<file path="src/rtl/opb_register_bank_ppc2simulink.sv">
// rtl/opb_register_bank_ppc2simulink.sv - OPB slave bank of software-writable 32-bit control registers
// Define OPB_REGBANK_SHADOW_EN for shadow registers with an atomic commit address at offset C_NUM_REGS.
module opb_register_bank_ppc2simulink #(
  parameter logic [31:0] C_BASEADDR     = 32'h01030100,
  parameter logic [31:0] C_HIGHADDR     = 32'h010301FF,
  parameter int          C_OPB_AWIDTH   = 32,
  parameter int          C_OPB_DWIDTH   = 32,
  parameter int          C_NUM_REGS     = 8,
  parameter logic [31:0] C_RESET_VAL    = 32'h0,
  parameter logic [63:0] C_AUTOCLR_MASK = 64'h0,
  parameter string       C_FAMILY       = "virtex5"
) (
  input  logic                        OPB_Clk,
  input  logic                        OPB_Rst_n,
  input  logic [0:C_OPB_AWIDTH-1]     OPB_ABus,
  input  logic [0:3]                  OPB_BE,
  input  logic [0:C_OPB_DWIDTH-1]     OPB_DBus,
  input  logic                        OPB_RNW,
  input  logic                        OPB_select,
  input  logic                        OPB_seqAddr,
  output logic [0:C_OPB_DWIDTH-1]     Sl_DBus,
  output logic                        Sl_xferAck,
  output logic                        Sl_errAck,
  output logic                        Sl_retry,
  output logic                        Sl_toutSup,
  output logic [C_NUM_REGS*32-1:0]    user_data_out,
  output logic [C_NUM_REGS-1:0]       user_wr_strobe
);

  typedef enum logic {IDLE, ACK} state_t;

  state_t                state;
  logic [31:0]           abus;
  logic [31:0]           wdata;
  logic [31:0]           diff;
  logic [31:0]           off;
  logic [31:0]           rdata;
  logic [31:0]           dbus_q;
  logic [3:0]            be;
  logic                  decode;
  logic                  wr_en;
  logic                  ack_q;
  logic                  unused_bits;
  logic [31:0]           out_q [C_NUM_REGS];
  logic [C_NUM_REGS-1:0] strobe_q;
`ifdef OPB_REGBANK_SHADOW_EN
  logic [31:0]           shadow_q [C_NUM_REGS];
  logic [7:0]            commit_cnt;
`endif

  // Big-endian bus vectors map MSB-first onto little-endian locals: BE[0] lands in be[3] (bits 31:24).
  assign abus  = OPB_ABus;
  assign wdata = OPB_DBus;
  assign be    = OPB_BE;
  assign diff  = abus - C_BASEADDR;
  assign off   = {2'b00, diff[31:2]};

  assign decode = (state == IDLE) && OPB_select && (abus >= C_BASEADDR) && (abus <= C_HIGHADDR);
  assign wr_en  = decode && !OPB_RNW;

  assign unused_bits = ^{OPB_seqAddr, diff[1:0]};

  function automatic logic [31:0] merge_be(input logic [31:0] old, input logic [31:0] data,
                                           input logic [3:0] en);
    logic [31:0] m;
    m = {{8{en[3]}}, {8{en[2]}}, {8{en[1]}}, {8{en[0]}}};
    return (old & ~m) | (data & m);
  endfunction

  always_comb begin
    rdata = '0;
    for (int i = 0; i < C_NUM_REGS; i++) begin
      if (off == 32'(i)) begin
`ifdef OPB_REGBANK_SHADOW_EN
        rdata = shadow_q[i];
`else
        rdata = out_q[i];
`endif
      end
    end
`ifdef OPB_REGBANK_SHADOW_EN
    if (off == 32'(C_NUM_REGS)) rdata = {24'b0, commit_cnt};
`endif
  end

  always_ff @(posedge OPB_Clk) begin
    if (!OPB_Rst_n) begin
      state    <= IDLE;
      ack_q    <= 1'b0;
      dbus_q   <= '0;
      strobe_q <= '0;
      for (int i = 0; i < C_NUM_REGS; i++) out_q[i] <= C_RESET_VAL;
`ifdef OPB_REGBANK_SHADOW_EN
      for (int i = 0; i < C_NUM_REGS; i++) shadow_q[i] <= C_RESET_VAL;
      commit_cnt <= 8'd0;
`endif
    end else begin
      ack_q    <= decode;
      dbus_q   <= (decode && OPB_RNW) ? rdata : 32'h0;
      strobe_q <= '0;
      case (state)
        IDLE:    if (decode) state <= ACK;
        ACK:     state <= IDLE;
        default: state <= IDLE;
      endcase
      // Pulse registers fall back every cycle; a same-cycle write below overrides this.
      for (int i = 0; i < C_NUM_REGS; i++) begin
        if (C_AUTOCLR_MASK[i]) out_q[i] <= C_RESET_VAL;
      end
`ifdef OPB_REGBANK_SHADOW_EN
      for (int i = 0; i < C_NUM_REGS; i++) begin
        if (wr_en && off == 32'(i)) shadow_q[i] <= merge_be(shadow_q[i], wdata, be);
      end
      if (wr_en && off == 32'(C_NUM_REGS)) begin
        for (int i = 0; i < C_NUM_REGS; i++) begin
          out_q[i] <= shadow_q[i];
          // A committed pulse must not fire again on the next commit.
          if (C_AUTOCLR_MASK[i]) shadow_q[i] <= C_RESET_VAL;
        end
        strobe_q   <= '1;
        commit_cnt <= commit_cnt + 8'd1;
      end
`else
      for (int i = 0; i < C_NUM_REGS; i++) begin
        if (wr_en && off == 32'(i)) begin
          out_q[i]    <= merge_be(out_q[i], wdata, be);
          strobe_q[i] <= 1'b1;
        end
      end
`endif
    end
  end

  for (genvar g = 0; g < C_NUM_REGS; g++) begin : g_out
    assign user_data_out[g*32 +: 32] = out_q[g];
  end

  assign Sl_DBus        = dbus_q;
  assign Sl_xferAck     = ack_q;
  assign Sl_errAck      = 1'b0;
  assign Sl_retry       = 1'b0;
  assign Sl_toutSup     = 1'b0;
  assign user_wr_strobe = strobe_q;

endmodule

</file>
<file path="config.mk">
export PLATFORM = sky130hd
export DESIGN_NAME = opb_register_bank_ppc2simulink
export DESIGN_NICKNAME = d
export VERILOG_FILES = /design/src/rtl/opb_register_bank_ppc2simulink.sv
export SDC_FILE = /design/constraint.sdc
export NUM_CORES = 1
export LEC_CHECK = 0
export ABC_AREA = 0
export BUFFER_PORTS_ARGS = -buffer_cell sky130_fd_sc_hd__buf_2
export CORE_ASPECT_RATIO = 0.7
export CORE_MARGIN = 2
export CORE_UTILIZATION = 58
export CTS_CLUSTER_DIAMETER = 150
export CTS_CLUSTER_SIZE = 24
export DETAILED_ROUTE_END_ITERATION = 6
export PLACE_DENSITY_LB_ADDON = 0.12
export SLEW_MARGIN = 20
export SYNTH_ARGS = -nofsm -noshare
export SYNTH_HDL_FRONTEND = slang
export SYNTH_SLANG_ARGS = --single-unit
</file>
<file path="constraint.sdc">
create_clock -name OPB_Clk -period 10.6 [get_ports OPB_Clk]
set_input_delay 1.59 -clock OPB_Clk [delete_from_list [all_inputs] [get_ports OPB_Clk]]
set_output_delay 1.59 -clock OPB_Clk [all_outputs]
set_load 0.02 [all_outputs]
</file>
-- Word-level counts from Yosys, hierarchy flattened
Memory sizes are Yosys's and may differ from the RTL's.
Cells that the tools add are included.
- memories kept: 1
- register bits after elaboration: 42
- word-level logic and storage cells: 101
- output and inout bits: 300
- bits in writable memories: 256
- muxes and demuxes: 43
- equal/unequal tests: 7
- add/subtract/negate cells: 1
- reductions and logical operators: 16
- $lt $le $gt $ge: 2
- bitwise gates (word level): 27
- memory list (memory ; words ; bits a word ; rd ports ; clocked after memory_dff ; write ports ; line ; text):
    out_q ; 8 ; 32 ; 8 ; 0 ; 8 ; 44 ; logic [31:0] out_q [C_NUM_REGS];
- operator list (operator ; count):
    2-to-1 mux 32 bit ; 16
    bitwise AND 32 bit ; 9
    bitwise OR 32 bit ; 8
    == test 30 x 3 -> 1 bit (second input constant) ; 4
    == test 30 x 2 -> 1 bit (second input constant) ; 2
    greater-or-equal comparator 32 x 25 -> 1 bit (second input constant) ; 1
    <= comparator 32 x 25 -> 1 bit (second input constant) ; 1
    logical NOT 32 bit ; 1
    NOT 32 bit ; 1
    subtractor 32 x 25 -> 32 bit (second input constant) ; 1
    == test 30 x 1 -> 1 bit (second input constant) ; 1
    2-to-1 mux 1 bit ; 26
    logical AND 1 bit ; 13
    bitwise OR 1 bit ; 8
    case mux 1 bit (2 select lines) ; 1
    AND reduction 2 bit ; 1
    logical NOT 1 bit ; 1
    NOT 1 bit ; 1

-- Longest topological paths before layout
- depth in word-level cells: 10
- gate-level depth with buffers: 8

-- Worst setup path before layout
Ideal clock, no wire load.
- path kind: input to register
- start: input OPB_ABus[16] (netlist bit)
- end: memory out_q[7][0] (netlist: out_q[0][224]), enable pin
- arrival time: 5.134 ns
- slack: 4.995 ns
- stages on the path: 5
- data required time: 10.130 ns
- buffers on the path: 0
- path through: nor4_2 > nand4_1 > nor4_4 > nand2_1 > o31ai_1
- RTL lines (element ; line ; text):
    start, declared ; 15 ; input logic [0:C_OPB_AWIDTH-1] OPB_ABus,
    end, declared ; 44 ;

==> implementation parameters <==
Parameter                              Value

CTS
  Buffers inserted during post-CTS setup optimization ... 0
  Number of levels the H-tree was split into ... 1
  Insertion delay to the later sink of the worst-skew pair ... 0.51 ns
  Hold buffer count at CTS ... 0
  TritonCTS clock tree ... done
  Clock tree buffer depth ... 3
  Clock tree sinks ... 298
  Clock root buffer ... clkbuf_16
  Number of buffers added by the clock tree synthesis step ... 16
  Clock-pin transition on the worst setup and hold timing paths ... 0.10 ns
  Cts repair resizes ... 0

Worst setup path
  Critical path arrival ... 4.96 ns
  Worst Reg-to-Reg Cells ... 5
  Critical register-to-register path startpoint ... state
  Kind of critical path ... input port to register
  R2R Path End ... out_q[0][236]
  Setup crit start kind ... input port
  Setup slack on the worst flop-to-flop path ... 7.05 ns
  Worst setup EP type ... register
  WP data required ... 10.77 ns
  Maximum net fanout on the critical path ... 20

Timing
  Final hold violation count ... 0
  Setup clock skew after layout ... 0.0192 ns
  Maximum clock frequency ... 209 MHz
  Final-report setup violation count ... 0
  Worst Max-Slew Pin Slew ... approximately 1.2 ns
  Unrepaired setup endpoints after global routing ... no
  Sum Neg Setup Slack ... 0 ns
  Final Max Slew Viols ... 0
  Shortest period the worst path allows ... 4.79 ns
  Fin crit share ... 45.2%
  Worst slew slack as a fraction of its limit ... 22.2%

Floorplanning
  Die Wd ... 195 um
  Placeable Area ... between 0.02 and 0.025 mm^2
  Number of top-level pins ... between 300 and 400
  Row cnt ... 48
  Initial standard-cell utilization of the core ... 59.5%
  Vertical die dimension ... 137 um
  Total Die Area ... between 0.02 and 0.03 mm^2

Global routing
  Number of antenna violations at the first check in global routing ... 0
  Overall fraction of global-route tracks in use ... between 30% and 40%
  Total gr overflow ... 0
  Via count of the first global-routing pass ... between 10000 and 15000
  Maximum number of pins on one net before global-route repair ... 89
  First-pass GRT wire length ... ~70 mm

Synth
  Post-synthesis share of cell area spent on full adders, half adders and majority gates ... 0%
  Number of flops mapped to enable cells by yosys ... ~260
  Synth warn ... 0
  Post-synthesis simple-gate area fraction ... 15.4%
  Xor and xnor area share after synthesis ... 0.0594%
  Prevailing post-synth register cell ... edfxtp_1
  Most common library cells after synthesis ... 257 x nand2b_1, 256 x edfxtp_1, 144 x a21oi_1, 130 x a211oi_1, 78 x clkbuf_1
  Most numerous cell in the Yosys netlist ... nand2b_1
  Share of the synthesized area in the top cell type ... 52.1%
  FFs w/ async S/R, synth ... 0%
  Main combinational cell family by area after synthesis ... simple AND/OR/NAND/NOR gates
  Synth Area in Compound Gates ... 13.8%
  Number of flip-flops and latches in the synthesized netlist ... 298
  Mapped cell area ... 0.0147 mm^2
  Fraction of the yosys area taken by sequential cells ... about 58%
  Number of unique standard cell types used by synthesis ... 39
  Largest area contributor in the synthesized netlist ... edfxtp_1
  Avg Inst Size Synth ... approximately 12 um^2
  Mux contribution to synthesized area ... 9.65%
  Synth area leaders ... edfxtp_1 52%, nand2b_1 11%, mux4_2 7.3%
  Number of standard cells after synthesis ... 1211

Status
  Status ... finished clean

Power and ir drop
  Power density cells ... ~140 mW/mm^2
  Pleak ... 6.41 nW
  Power Total ... around 2.4 mW
  Worst voltage drop across the vdd grid ... 97.2 uV

Worst hold path
  Worst hold path cell count ... 2
  Hold endpoint ... state
  Min-delay worst type ... register to register
  Worst min-delay path startpoint ... state

Drt
  Total via count after detailed routing ... roughly 12000
  Vias per cell ... 6.44
  Iteration-0 DRC count of the detailed router ... 1581
  Wire length per cell after detailed routing ... approximately 26 um
  Detail Route Antenna Nets ... 0
  DR DRC count ... 0
  Final Routed Wirelength ... 47.4 mm
  Iteration count of the initial detailed-routing pass ... 7

Final layout
  Count of antenna diodes in the layout ... 0
  Fin nets ... 1585
  Filler Cells Inserted ... 1888
  Share of final-layout standard cells stronger than drive strength 1 ... 31.5%
  Share of the core filled with cells in the final layout ... 69.7%
  P&R area growth vs syn ... 17.3%

Run
  Max-cap violations ... 0

Place
  IO buf count ... approximately 370
  RD Place Congestion ... 0.851
  Half-perimeter wire length after detailed placement ... approximately 30 mm
-- kinds of logic after synthesis --
kind of cell,Yosys count
other cells,1
simple gates,403
buf+inv,109
flops,298
compound gates,317
mux,82
xor+xnor,1
-- worst max-delay path by stage --
stage	from	to	slack [ns]
2_1_floorplan	OPB_ABus[16]	out_q[0][224]	5.00
3_3_place_gp	OPB_ABus[12]	out_q[0][235]	5.41
3_5_place_dp	OPB_ABus[12]	out_q[0][236]	5.32
4_1_cts	OPB_ABus[12]	out_q[0][255]	5.85
5_1_grt	OPB_ABus[12]	out_q[0][236]	5.64
6_report	OPB_ABus[12]	out_q[0][236]	5.81
-- through the flow --
step                      hold slack, ns  area [um^2]  setup WS, ns  std cells
after detailed placement           0.516        16800          5.32       1819
after global placement             0.523        16800          5.41       1819
after floorplan                    0.487        14800          5.00       1213
after global routing               0.590        17300          5.64       1847
after CTS                          0.561        17300          5.85       1847
final                              0.563        17300          5.81       1847
-- placed cells by master, fill, tap and decap left out, drive strengths merged, types with 2 or more instances in the layout --
cell,netlist,routed
a211oi,138,138
dfxtp,42,42
mux2i,33,33
buf,27,386
mux4,48,48
nand2b,257,257
o21ai,16,16
a21oi,144,144
edfxtp,256,256
nand4,2,2
nand3,9,9
nand2,53,53
clkbuf,78,27
conb,1,3
nor2,51,51
nor2b,3,3
a22oi,8,8
a211o,8,8
nor3,13,13
nor4,8,8
inv,4,5
-- area by class of cell --
type	instances	area [um^2]	area share [%]
Clock buffer	27	463	2.68
Inverter	4	15.0	0.0868
Sequential cell	298	8530	49.3
Tap cell	325	407	2.35
Multi-Input combinational cell	806	5870	34.0
Timing Repair Buffer	386	1990	11.5
Clock inverter	1	16.3	0.0941
-- worst max-delay path: stages --
cell     delay (ns)
buf_2          0.10
nor4_1         0.55
o21ai_0        0.30
nor4_4         0.38
nand2_1        0.55
o31ai_4        0.92
buf_4          0.54
-- power by group --
| group | leakage, nW | switching, mW | total (mW) | internal, mW |
|---|---|---|---|---|
| Sequential | 2.87 | 0.0443 | 1.37 | 1.32 |
| Combinational | 3.31 | 0.228 | 0.350 | 0.122 |
| Clock | 0.229 | 0.392 | 0.700 | 0.307 |
-- registers in the layout, indices dropped and copies added, names as in the netlist --
name            count
out_q             256
Sl_DBus            32
state               1
Sl_xferAck          1
user_wr_strobe      8
-- layer usage --
metal	vias up	track usage, %	part of all wire (%)
li1	5127	-	-
met4	0	11.0	2.8
met1	5857	50.0	40
met5	-	0	0
met3	84	7.10	12
met2	827	53.3	46
No activity file was read; power rests on OpenSTA's default activity.
